`src/rtl/display_scan_ctrl.sv`:
```
// Four-digit multiplexed display scanner with tear-free frame loading.
// Optional leading-zero blanking is compiled in with `define LEADING_ZERO_BLANK_EN.
module display_scan_ctrl #(
  parameter int unsigned SCAN_DIV = 100000
) (
  input  logic        iClk,
  input  logic        iRst,
  input  logic        iLoad,
  input  logic [15:0] iData,
  input  logic [3:0]  iDigitEn,
  output logic        oBusy,
  output logic        oAck,
  output logic [3:0]  oC0,
  output logic [3:0]  oC1,
  output logic [3:0]  oC2,
  output logic [3:0]  oC3,
  output logic        oS1,
  output logic        oS0,
  output logic [3:0]  oAn
);

  localparam int CW = (SCAN_DIV > 1) ? $clog2(SCAN_DIV) : 1;
  localparam logic [CW-1:0] LAST = CW'(SCAN_DIV - 1);

  typedef enum logic {IDLE, PENDING} loadState_t;

  loadState_t  state, stateNext;
  logic [CW-1:0] preCnt;
  logic        tick;
  logic        loadAccept;
  logic        commit;
  logic [1:0]  idx;
  logic [1:0]  nextIdx;
  logic [15:0] dataReg, shData;
  logic [3:0]  enReg, shEn;
  logic [3:0]  nextEn;
  logic [3:0]  blankMask;

  assign tick = (preCnt == LAST);

  always_ff @(posedge iClk or posedge iRst) begin
    if (iRst) preCnt <= '0;
    else if (tick) preCnt <= '0;
    else preCnt <= preCnt + 1'b1;
  end

  // NOTE: sequential state uses non-blocking assignments so every register
  // samples pre-edge values regardless of process ordering.
  always_ff @(posedge iClk or posedge iRst) begin
    if (iRst) state <= IDLE;
    else state <= stateNext;
  end

  // NOTE: every combinational output gets a default first, so no path leaves
  // a signal unassigned and no latch is inferred.
  always_comb begin
    stateNext  = state;
    loadAccept = 1'b0;
    commit     = 1'b0;
    case (state)
      IDLE: begin
        if (iLoad) begin
          loadAccept = 1'b1;
          stateNext  = PENDING;
        end
      end
      PENDING: begin
        // Swap only on the 3->0 wrap so a frame is never shown half-updated.
        if (tick && idx == 2'd3) begin
          commit    = 1'b1;
          stateNext = IDLE;
        end
      end
      default: stateNext = IDLE;
    endcase
  end

  assign nextIdx = idx + 2'd1;
  assign nextEn  = commit ? shEn : enReg;

`ifdef LEADING_ZERO_BLANK_EN
  logic [15:0] nextData;
  assign nextData = commit ? shData : dataReg;

  always_comb begin
    blankMask = 4'b1111;
    if (nextData[15:12] == 4'h0)  blankMask[3] = 1'b0;
    if (nextData[15:8]  == 8'h0)  blankMask[2] = 1'b0;
    if (nextData[15:4]  == 12'h0) blankMask[1] = 1'b0;
  end
`else
  assign blankMask = 4'b1111;
`endif

  always_ff @(posedge iClk or posedge iRst) begin
    if (iRst) begin
      idx     <= 2'd0;
      oAn     <= 4'b1110;
      dataReg <= 16'h0000;
      enReg   <= 4'b1111;
      shData  <= 16'h0000;
      shEn    <= 4'b0000;
      oAck    <= 1'b0;
    end else begin
      oAck <= commit;
      if (loadAccept) begin
        shData <= iData;
        shEn   <= iDigitEn;
      end
      if (commit) begin
        dataReg <= shData;
        enReg   <= shEn;
      end
      // Anodes are computed from the post-edge index and enables so they
      // move in lockstep with the select lines.
      if (tick) begin
        idx <= nextIdx;
        oAn <= ~((nextEn & blankMask) & (4'b0001 << nextIdx));
      end
    end
  end

  assign oBusy = (state == PENDING);
  assign {oS1, oS0} = idx;
  assign oC0 = dataReg[3:0];
  assign oC1 = dataReg[7:4];
  assign oC2 = dataReg[11:8];
  assign oC3 = dataReg[15:12];

endmodule

```
`config.mk`:
```
export PLATFORM = sky130hd
export DESIGN_NAME = display_scan_ctrl
export DESIGN_NICKNAME = d
export VERILOG_FILES = /design/src/rtl/display_scan_ctrl.sv
export SDC_FILE = /design/constraint.sdc
export NUM_CORES = 1
export LEC_CHECK = 0
export CAP_MARGIN = 20
export CORE_MARGIN = 2
export CORE_UTILIZATION = 30
export CTS_CLUSTER_DIAMETER = 120
export CTS_CLUSTER_SIZE = 25
export DETAILED_ROUTE_END_ITERATION = 16
export PLACE_DENSITY = 0.57
export SLEW_MARGIN = 20
export SYNTH_ARGS = -nofsm -noshare
export SYNTH_HDL_FRONTEND = slang
export SYNTH_SLANG_ARGS = --single-unit
```
`constraint.sdc`:
```
create_clock -name iClk -period 4.3 [get_ports iClk]
set_input_delay 1.29 -clock iClk [delete_from_list [all_inputs] [get_ports iClk]]
set_output_delay 1.29 -clock iClk [all_outputs]
set_load 0.01 [all_outputs]
```
==> impl_metrics.toml <==
[global_routing]
track_usage_pct = 11.18
grt_pass1_wl_um = 8528
grt_pass1_vias = 1729
antenna_found_initial = 0
overflow = 0
grt_max_degree = 38

[synthesis]
ys_ff_latch = 65
synth_nets = 223
yosysMostFrequentCell = "dfrtp_1"
synthTopCellsByArea = "dfrtp_1 54%, mux2_2 13%, mux2_1 7.5%, dfstp_2 6.8%, xnor2_1 3.2%"
ys_seq_area_share_pct = 60.48
synth_top_area_share_pct = 53.68
synthTopCellsByCount = "58 x dfrtp_1, 31 x mux2_2, 18 x mux2_1"
synth_top_area_cell = "dfrtp_1"
synth_flop_cell = "dfrtp_1"
syn_inst = 194
syn_area_mm2 = 0.002704
synth.distinct_cells = 23
post_synth.cell_area_avg_um2 = 13.94
synth-edff-count = 0
synthArstFlopShare_pct = 100.0
synth_warnings = 0

[final_layout]
register_area_mm2 = 0.001635
fin_cells = 363
layout-drive-gt1-share_pct = 23.92
area_delta_synth_final_pct = 29.43
insertedDiodeCount = 0
multi_input_comb_area_mm2 = 0.001021
layout.nets = 279
fillers = 833

[sta]
hold_violations = 0
finClkSkew_ns = 0.006506
fmax_ghz = 0.3698
fin_crit_sh_pct = 62.89
grt_setup_unrepaired = "false"
slew_headroom_pct = 49.28
setup_viol = 0
worst_slew_pin_slew_ns = 0.7597
slew_viol_final = 0
finalSetupTns_ns = 0
fin_crit_ns = 2.704
fin_ws_ns = 1.596

[drt]
remaining_drc_errors = 0
via_count = 1624
wl_per_cell_um = 13.21
drt_iter0_markers = 81
antenna_left = 0
routed_wl_um = 4797
via_per_inst = 4.474
detail_route.first_pass.iterations = 4

[setup_path]
crit_buf_inv = 1
critPathKind = "reg -> out"
r2r_end = "dataReg[14]$_DFFE_PP0N_"
crit_path_end_kind = "output pin"
cpPeakStageDelay_ns = 0.54
startpoint_type = "flip-flop"
reg2reg_from = "preCnt[0]$_DFF_PP0_"
crit_slowest_cell = "clkdlybuf4s50_1"
cp.depth = 1
r2r_slack_ns = 2.11
cp-startpoint = "oAn[2]$_DFFE_PP1N_"
arrival_ns = 1.41
reg2reg_depth = 6
endpoint = "oAn[2]"
worst-path-max-fanout = 2
cp_cell_sequence = "clkdlybuf4s50_1"
worstPathRequired_ns = 3.01
cpLargestDelayFamily = "buffers and inverters"

[power]
fin_total_pwr_mw = 1.211
seq_power_share_pct = 53.2
clkPwrFrac_pct = 42.4
power.internal_uw = 937.3
power_leakage_nw = 1.570
p_sw_share_pct = 22.58
p_comb_share_pct = 4.5
power_density_mw_per_mm2 = 345.9
switching_power_uw = 273.3
vdd_ir_drop_max_v = 0.0001356

[place]
dp.cells = 347
numPortBuffers = 46
dpl_worst_slack_ns = 1.607
hpwl_um = 3356
place_congestion = 0.6902

[floorplanning]
die_h_um = 98.94
coreArea_mm2 = 0.008721
io_pins = 47
start_util_pct = 31.00
dieArea_mm2 = 0.009788
row_count = 34
die-width_um = 98.94

[clock_tree]
h-tree-depth = 3
clock-sinks = 65
clockBufferDepth = 2
cts_setup_buffers = 0
postCtsHoldBufs = 0
ctsResizeCount = 0
cts_tree = "done"
root_buffer = "clkbuf_8"
clk_latency_ns = 0.34
cts_buffers = 9
clk_pin_slew_worst_paths_ns = 0.07

[flow_run]
maxCapViolCount = 0

[run_status]
status = "finished clean"

[worst_hold_path]
hp-class = "reg -> reg"
metrics by stage:
stage	instance area [µm²]	utilization, %	hold slack [ns]
after floorplan	2704	-	0.4552
after global placement	3289	37.72	0.4671
after detailed placement	3304	37.89	0.4745
after CTS	3500	40.13	0.4901
after global routing	3500	40.13	0.5013
final	3500	40.13	0.4869
flip-flops by register name, summed over array words and instances, names as in the netlist:
name	cells
oAn	4
preCnt	17
shData	16
oAck	1
enReg	4
oBusy	1
idx	2
dataReg	16
shEn	4
worst min-delay path by stage:
stage / endpoint / cells after the start / from / slack, ns
2_1_floorplan: preCnt[0]$_DFF_PP0_ / 1 / preCnt[0]$_DFF_PP0_ / 0.46
3_3_place_gp: dataReg[1]$_DFFE_PP0N_ / 1 / dataReg[1]$_DFFE_PP0N_ / 0.47
3_5_place_dp: dataReg[4]$_DFFE_PP0N_ / 1 / shData[4]$_DFFE_PP0P_ / 0.47
4_1_cts: preCnt[0]$_DFF_PP0_ / 1 / preCnt[0]$_DFF_PP0_ / 0.49
5_1_grt: dataReg[12]$_DFFE_PP0N_ / 1 / dataReg[12]$_DFFE_PP0N_ / 0.50
6_report: preCnt[0]$_DFF_PP0_ / 1 / preCnt[0]$_DFF_PP0_ / 0.49
layer usage:
layer | global-route usage [%] | part of all wire, % | up-vias
li1 | - | - | 784
met1 | 14.80 | 46 | 797
met2 | 16.06 | 46 | 35
met3 | 4.965 | 6.1 | 8
met4 | 4.426 | 1.9 | 0
met5 | 0 | 0 | -
cell usage in the layout (no fill, tap or decap), types with 2 or more instances in the layout:
master           count
and4_1               2
buf_4                3
clkbuf_8             9
clkdlybuf4s50_1     46
clkinvlp_4           2
dfrtp_1             58
dfstp_2              7
ha_1                 6
inv_1                3
mux2_1              18
mux2_2              31
nand2_1             10
nand3_1              6
nand4_1              4
nor2_1              12
nor3_1               6
nor4_1               4
xnor2_1             10
xor2_1               6
layout make-up:
cell class	count	area share, %
Clock buffer	10	3.647
Clock inverter	6	1.931
Inverter	4	0.4290
Multi-Input combinational cell	120	29.17
Sequential cell	65	46.73
Tap cell	108	3.861
Timing Repair Buffer	50	14.23
power groups by stage:
| stage | clock network [mW] | registers, mW | logic, mW |
|---|---|---|---|
| CTS | 0.539 | 0.644 | 0.0560 |
| finish | 0.513 | 0.644 | 0.0539 |
| global route | 0.561 | 0.647 | 0.0600 |
| global placement | 0 | 0.656 | 0.0542 |
| floorplan | 0 | 0.652 | 0.0282 |
| detailed placement | 0 | 0.656 | 0.0558 |
logic make-up after synthesis:
logic type	after synthesis	synth area share, %
xor gates and xnor gates	16	5.183
adders and majority gates	6	2.776
and+or+nand+nor	49	9.302
buffers and inverters	9	1.850
DFF	65	60.48
muxes	49	20.41
(Power assumes the default switching activity.)
